==> src/rtl/branch_ctrl.sv <==
// branch_ctrl: ID-stage branch resolution controller.
// Detects comparator-operand hazards, stalls the front end until they clear,
// selects EX/MEM forwarding for the comparator inputs, and issues the PC
// redirect plus IF/ID flush for taken beq/bne branches.
// Optional feature macro: BRANCH_FWD_EN
//   defined   -> ALU results in MEM are forwarded to the comparator
//   undefined -> no forwarding; an ALU producer in MEM stalls instead
module branch_ctrl #(
    parameter int REG_W = 5,
    parameter int CNT_W = 2
) (
    input  logic             clk,
    input  logic             rst,
    input  logic             id_beq,
    input  logic             id_bne,
    input  logic [REG_W-1:0] id_rs,
    input  logic [REG_W-1:0] id_rt,
    input  logic             ex_reg_write,
    input  logic [REG_W-1:0] ex_rd,
    input  logic             mem_reg_write,
    input  logic             mem_mem_read,
    input  logic [REG_W-1:0] mem_rd,
    input  logic             cmp_equal,
    output logic             stall,
    output logic             pc_src,
    output logic             if_flush,
    output logic             fwd_a,
    output logic             fwd_b,
    output logic [CNT_W-1:0] stall_cnt
);

    typedef enum logic [1:0] {
        RUN    = 2'd0,
        HSTALL = 2'd1,
        FLUSH  = 2'd2
    } state_t;

    state_t           state_q, state_d;
    logic [CNT_W-1:0] stall_cnt_q, stall_cnt_d;

    logic br, taken, hazard;
    logic ex_hit_a, ex_hit_b, ld_hit_a, ld_hit_b, alu_hit_a, alu_hit_b;
    logic stall_c, redirect_c;

    // Register $0 is hard-wired to zero, so it can never match a producer.
    function automatic logic reg_match(input logic en,
                                       input logic [REG_W-1:0] rd,
                                       input logic [REG_W-1:0] r);
        return en && (r != '0) && (rd == r);
    endfunction

    // Operand match terms against the EX and MEM producers.
    always_comb begin
        br        = id_beq | id_bne;
        // beq wins when both are set, so taken follows the beq sense.
        taken     = id_beq ? cmp_equal : ~cmp_equal;
        ex_hit_a  = reg_match(ex_reg_write, ex_rd, id_rs);
        ex_hit_b  = reg_match(ex_reg_write, ex_rd, id_rt);
        ld_hit_a  = reg_match(mem_mem_read, mem_rd, id_rs);
        ld_hit_b  = reg_match(mem_mem_read, mem_rd, id_rt);
        alu_hit_a = reg_match(mem_reg_write & ~mem_mem_read, mem_rd, id_rs);
        alu_hit_b = reg_match(mem_reg_write & ~mem_mem_read, mem_rd, id_rt);
`ifdef BRANCH_FWD_EN
        hazard    = br & (ex_hit_a | ld_hit_a | ex_hit_b | ld_hit_b);
        // A younger EX producer of the same register takes priority.
        fwd_a     = alu_hit_a & ~ex_hit_a;
        fwd_b     = alu_hit_b & ~ex_hit_b;
`else
        hazard    = br & (ex_hit_a | ld_hit_a | alu_hit_a |
                          ex_hit_b | ld_hit_b | alu_hit_b);
        fwd_a     = 1'b0;
        fwd_b     = 1'b0;
`endif
    end

    // Next-state, stall counter and unregistered control decode.
    always_comb begin
        state_d     = state_q;
        stall_cnt_d = '0;
        stall_c     = 1'b0;
        redirect_c  = 1'b0;
        case (state_q)
            RUN: begin
                if (br && hazard) begin
                    stall_c     = 1'b1;
                    stall_cnt_d = CNT_W'(1);
                    state_d     = HSTALL;
                end else if (br && taken) begin
                    redirect_c  = 1'b1;
                    state_d     = FLUSH;
                end
            end
            HSTALL: begin
                if (!br) begin
                    state_d     = RUN;
                end else if (hazard) begin
                    stall_c     = 1'b1;
                    stall_cnt_d = (stall_cnt_q == '1) ? stall_cnt_q
                                                      : stall_cnt_q + 1'b1;
                end else if (taken) begin
                    redirect_c  = 1'b1;
                    state_d     = FLUSH;
                end else begin
                    state_d     = RUN;
                end
            end
            FLUSH: begin
                // ID holds the flushed bubble; any branch decode is stale.
                state_d = RUN;
            end
            default: begin
                state_d = RUN;
            end
        endcase
    end

    // Control outputs are forced low while reset is asserted, without waiting for clk.
    always_comb begin
        stall     = stall_c & ~rst;
        pc_src    = redirect_c & ~rst;
        if_flush  = redirect_c & ~rst;
        stall_cnt = stall_cnt_q;
    end

    // State and stall counter registers with asynchronous reset.
    always_ff @(posedge clk or posedge rst) begin
        if (rst) begin
            state_q     <= RUN;
            stall_cnt_q <= '0;
        end else begin
            state_q     <= state_d;
            stall_cnt_q <= stall_cnt_d;
        end
    end

endmodule

==> config.mk <==
export PLATFORM = sky130hd
export DESIGN_NAME = branch_ctrl
export DESIGN_NICKNAME = d
export VERILOG_FILES = /design/src/rtl/branch_ctrl.sv
export SDC_FILE = /design/constraint.sdc
export NUM_CORES = 1
export LEC_CHECK = 0
export ABC_AREA = 1
export ABC_CLOCK_PERIOD_IN_PS = 2500
export CAP_MARGIN = 30
export CORE_UTILIZATION = 42
export CTS_CLUSTER_SIZE = 25
export DETAILED_ROUTE_END_ITERATION = 10
export PLACE_DENSITY = 0.82
export SYNTH_ARGS = -nofsm -noshare
export SYNTH_HDL_FRONTEND = slang
export SYNTH_SLANG_ARGS = --single-unit
==> constraint.sdc <==
create_clock -name clk -period 2.5 [get_ports clk]
set_input_delay 0.5 -clock clk [delete_from_list [all_inputs] [get_ports clk]]
set_output_delay 0.5 -clock clk [all_outputs]
set_load 0.03 [all_outputs]
Word-level counts from Yosys, hierarchy flattened:

Index checks and enable logic that the tools add are counted.

* equal/unequal tests: 9
* bitwise operators: 13
* mux-type cells: 22
* add/subtract/negate cells: 1
* reduce and logical (&&, ||, !) cells: 18

Operators with widths (count)
* $eq A5 B5 Y1: 4
* $mux W2: 8
* $logic_and A1 B1 Y1: 14
* $mux W1: 10
* $reduce_bool A5 Y1: 2
* $pmux W2 S2: 2
* $ne A3 B3 Y1 const B: 2
* $or A1 B1 Y1: 6
* $and A1 B1 Y1: 4
* $ne A4 B4 Y1 const B: 1
* $pmux W1 S2: 2
* $not A1 Y1: 3
* $add A2 B1 Y2 const B: 1
* $eq A2 B1 Y1 const B: 1
* $eq A2 B2 Y1 const B: 1
* $logic_not A2 Y1: 1
* $reduce_and A2 Y1: 1

* bits of input ports: 28
* register bits: 4
* logic and storage cells: 65
* output and inout bits: 7

Longest topological paths before layout:

* word-level depth: 13
* depth in mapped cells: 12

Least setup slack after synthesis:

No wires, ideal clock.

* path type: in2out
* start: in id_rs[3]
* end: out pc_src
* cell stages on the path: 10
* setup slack: 12 ps
* path buffers: 1
* arrival time: 1988 ps
* required time: 2000 ps
* cell sequence: inv_1 nand2_1 nand2_1 nor2_1 nand3_1 nand2_1 nand2_1 nand2_4 nor3_1 buf_4

* longest elaborated chain between the ends: 13

Ends and longest elaborated chain
* start, declared: RTL line 16 `input logic [REG_W-1:0] id_rs,`
* $reduce_bool A5 Y1: RTL line 49 `return en && (r != '0) && (rd == r);`
* $logic_and A1 B1 Y1 (2 in series): RTL line 49
* $or A1 B1 Y1: RTL line 69 `hazard = br & (ex_hit_a | ld_hit_a | alu_hit_a |`
* $or A1 B1 Y1 (*) (2 in series): RTL line 69
* $or A1 B1 Y1 (*) (2 in series): RTL line 70 `ex_hit_b | ld_hit_b | alu_hit_b);`
* $and A1 B1 Y1 (*): RTL line 69
* $mux W1 or $logic_and A1 B1 Y1 (tied branches): RTL line 96, 84
* $mux W1, on equally long branches: RTL line 94, 84
* $pmux W1 S2 (*): RTL line 82 `case (state_q)`
* $and A1 B1 Y1 (*)
* end, declared: RTL line 25 `output logic pc_src,`

Every way passes the cells marked *; elsewhere a longest branch is shown, timed or not.

Worst setup path in the final report:

* start: in ex_rd[2]
* end: out stall

* longest elaborated chain between the ends: 12

Ends and longest elaborated chain
* start, declared: RTL line 19 `input logic [REG_W-1:0] ex_rd,`
* $eq A5 B5 Y1: RTL line 49
* $logic_and A1 B1 Y1: RTL line 49
* $or A1 B1 Y1 (2 in series): RTL line 69
* $or A1 B1 Y1 (*): RTL line 69
* $or A1 B1 Y1 (*) (2 in series): RTL line 70
* $and A1 B1 Y1 (*): RTL line 69
* $mux W1 or $logic_and A1 B1 Y1 (tied branches): RTL line 96, 84
* $mux W1, on equally long branches: RTL line 94, 84
* $pmux W1 S2 (*): RTL line 82
* $and A1 B1 Y1 (*): RTL line 119 `stall = stall_c & ~rst;`
* end, declared: RTL line 24 `output logic stall,`

Marked as above.

==> impl_metrics.toml <==
[status]
status = "complete, no violations"

[critical_path]
crit_path_end_kind = "primary output"
cp_top_family = "buffers and inverters"
slowest_delay_ps = 500
path_depth = 12
arrival_ps = 1930
slowest_stage = "clkdlybuf4s50_1"
cpMostUsedCell = "nand2_1"
critPathLaunchType = "input port"
rr_worst_depth = 6
crit_fanout = 4
worst-path-buf-inv = 3
crit_type = "input port to primary output"
cp_cell_sequence = "clkdlybuf4s50_1 > inv_1 > nand2_1 > nand2_1 > nor2_2 > nand3_1 > nand2_1 > nand2_2 > nand2_4 > nand2_4 > nor3_2 > buf_4"
cp.required_ps = 2000

[route]
dr.pass1.iters = 5
ant_nets = 0
num_vias = 884
drt_iter0_markers = 31
drcViolationCount = 0
routed_wirelength_um = 1830
routedWlPerCell_um = 9.84
viasPerCell = 4.75

[pwr]
vdd_drop_max_mv = 0.204
p_leak_uw = 0.000733
power_uw = 314
power-per-cell-area_nw_per_um2 = 291

[grt]
grt_pass1_wl_um = 2980
grt_start_max_net_pins = 6
gr-usage-met2_pct = 34.4
grt.total_usage_pct = 21.6
grt-ovfl-total = 0
grt_pass1_vias = 775
top_usage_layer = "met2"
grtUsageMet1_pct = 29.2
antenna_found_initial = 0
grtUsageMet3_pct = 2.59

[logic_synthesis]
synth_top_family_by_area = "simple AND/OR/NAND/NOR gates"
yosys_warnings = 0
synth_compound_area_share_pct = 0.745
synth_xor_area_share_pct = 1.30
synth_area_um2 = 672
ys_seq_area_share_pct = 14.9
synthMuxAreaShare_pct = 1.49
synthDistinctLibCells = 18
synth.avg_cell_area_um2 = 4.98
synthAdderAreaFrac_pct = 1.86
synth_simple_gate_area_share_pct = 62.4
ys_ff_latch = 4
syn_inst = 135

[floorplanning]
core_um2 = 1510
num_io_pins = 35
die_w_um = 42.0
rows = 14
chipHeight_um = 42.0
die_area_um2 = 1760
initial_utilization_pct = 44.6

[layout]
drive_above_1_share_pct = 14.7
layout.nets = 201
layout_commonest_cell = "nand2_1"
most-common-layout-cells = "62 x nand2_1, 16 x inv_1, 16 x dlymetal6s2s_1"
fillCellCount = 145
post-route-cell-area_um2 = 1080
diodes = 0
fin_util_pct = 71.6
syn_to_final_growth_pct = 60.5

[clock_network]
cts-root-buf = "clkbuf_4"
clk_latency_ps = 250
cts_tree = "built"
cts_hold_buf = 0
cts_buffer_depth = 2
cts_inserted_buffers = 3
htreeDepth = 1
cts_sinks = 4
clkTransAtPathRegs_ps = 40

[placement]
dpl.hpwl_um = 1390
place.gp.congestion = 0.812
io_buffers = 32
placed_cell_area_um2 = 993

[sta]
report.final.slew_viol_count = 0
min_period_ps = 2430
setup_viol_count_final = 0
fmax_mhz = 411
fin_crit_sh_pct = 97.3
hold_ws_ps = 516
timing_hold_violations_final = 0
finClkSkew_ps = 4.30

[run]
max-cap-violations = 0

[worst_hold_path]
hold-path-cell-count = 1
hold_class = "flip-flop to flip-flop"
-- state kept, by name (all words and copies together) (netlist names) --
name / count
state_q: 2
stall_cnt: 2
-- timing repair --
action	4_1_cts	5_1_grt
setup buffers	0	1
endpoints found under the setup margin	0	3
resized for setup	0	21
-- per-layer routing --
| layer | part of all wire [%] | up-vias | wire length (um) |
|---|---|---|---|
| met5 | 0 | - | 0 |
| met4 | 1.7 | 0 | 31 |
| met3 | 5.3 | 5 | 97 |
| met2 | 49 | 32 | 903 |
| met1 | 44 | 377 | 798 |
| li1 | - | 470 | - |
-- synthesized netlist by cell type --
cell type  count  area share, %
ha_1           1            1.9
nand3_1        9            6.7
nand2_4        2            3.4
nor2_4         1            1.7
mux2i_1        1            1.5
inv_1         17            9.5
nor2_1        16            8.9
a21oi_1        1           0.74
nor3_1         5            3.7
buf_4          3            3.4
nand4_1        1           0.93
dfrtp_1        4             15
nand2_1       63             35
inv_2          7            3.9
xnor2_1        1            1.3
nand2_2        1           0.93
conb_1         1           0.56
nor2_2         1           0.93
-- final timing paths --
kind,from,to,slack [ps]
max in group asynchronous,rst,state_q[0]$_DFFE_PP0P_,1800
worst max-delay path,ex_rd[2],stall,70
worst max register to register,stall_cnt[0]$_DFFE_PP0P_,stall_cnt[0]$_DFFE_PP0P_,1330
min in group asynchronous,rst,state_q[1]$_DFFE_PP0P_,540
worst min register to register,state_q[1]$_DFFE_PP0P_,state_q[0]$_DFFE_PP0P_,520
worst min-delay path,state_q[1]$_DFFE_PP0P_,state_q[0]$_DFFE_PP0P_,520
-- power by group --
group / leakage, uW / total [uW] / switching [uW] / internal, uW
Clock: 0.0000138 / 87.9 / 33.7 / 54.2
Combinational: 0.000665 / 151 / 80.7 / 70.5
Sequential: 0.0000543 / 74.8 / 5.27 / 69.5
Total: 0.000733 / 314 / 120 / 194
-- worst reg2reg max path, delay by kind of cell (launching register included) --
kind | cells | cell delay, ps
buffers and inverters | 1 | 50
AND/OR/NAND/NOR | 4 | 400
flip-flops | 1 | 400
adder cells (fa/ha/maj) | 1 | 210
-- final cells by class --
cell class	count	area, um2	share of cell area, %
clock buffers	3	22.5	2.09
multi-input cells	105	478	44.3
inverters	24	90.1	8.35
flip-flops and latches	4	100	9.28
well taps	16	20.0	1.86
repair buffers	34	368	34.1
-- stage by stage --
step                TNS, ps  std cells  worst slack, ps
detailed placement        0        182             15.7
global placement      -13.3        182            -13.3
floorplan                 0        136             11.7
CTS                       0        185            0.857
global route          -19.4        186            -19.4
finish                    0        186             66.8
-- cell families after synthesis --
logic type | after synthesis
simple gates | 99
flops | 4
buf+inv | 27
fa+ha+maj | 1
other cells | 1
compound gates | 1
xor+xnor | 1
mux | 1
(Power assumes the default switching activity.)
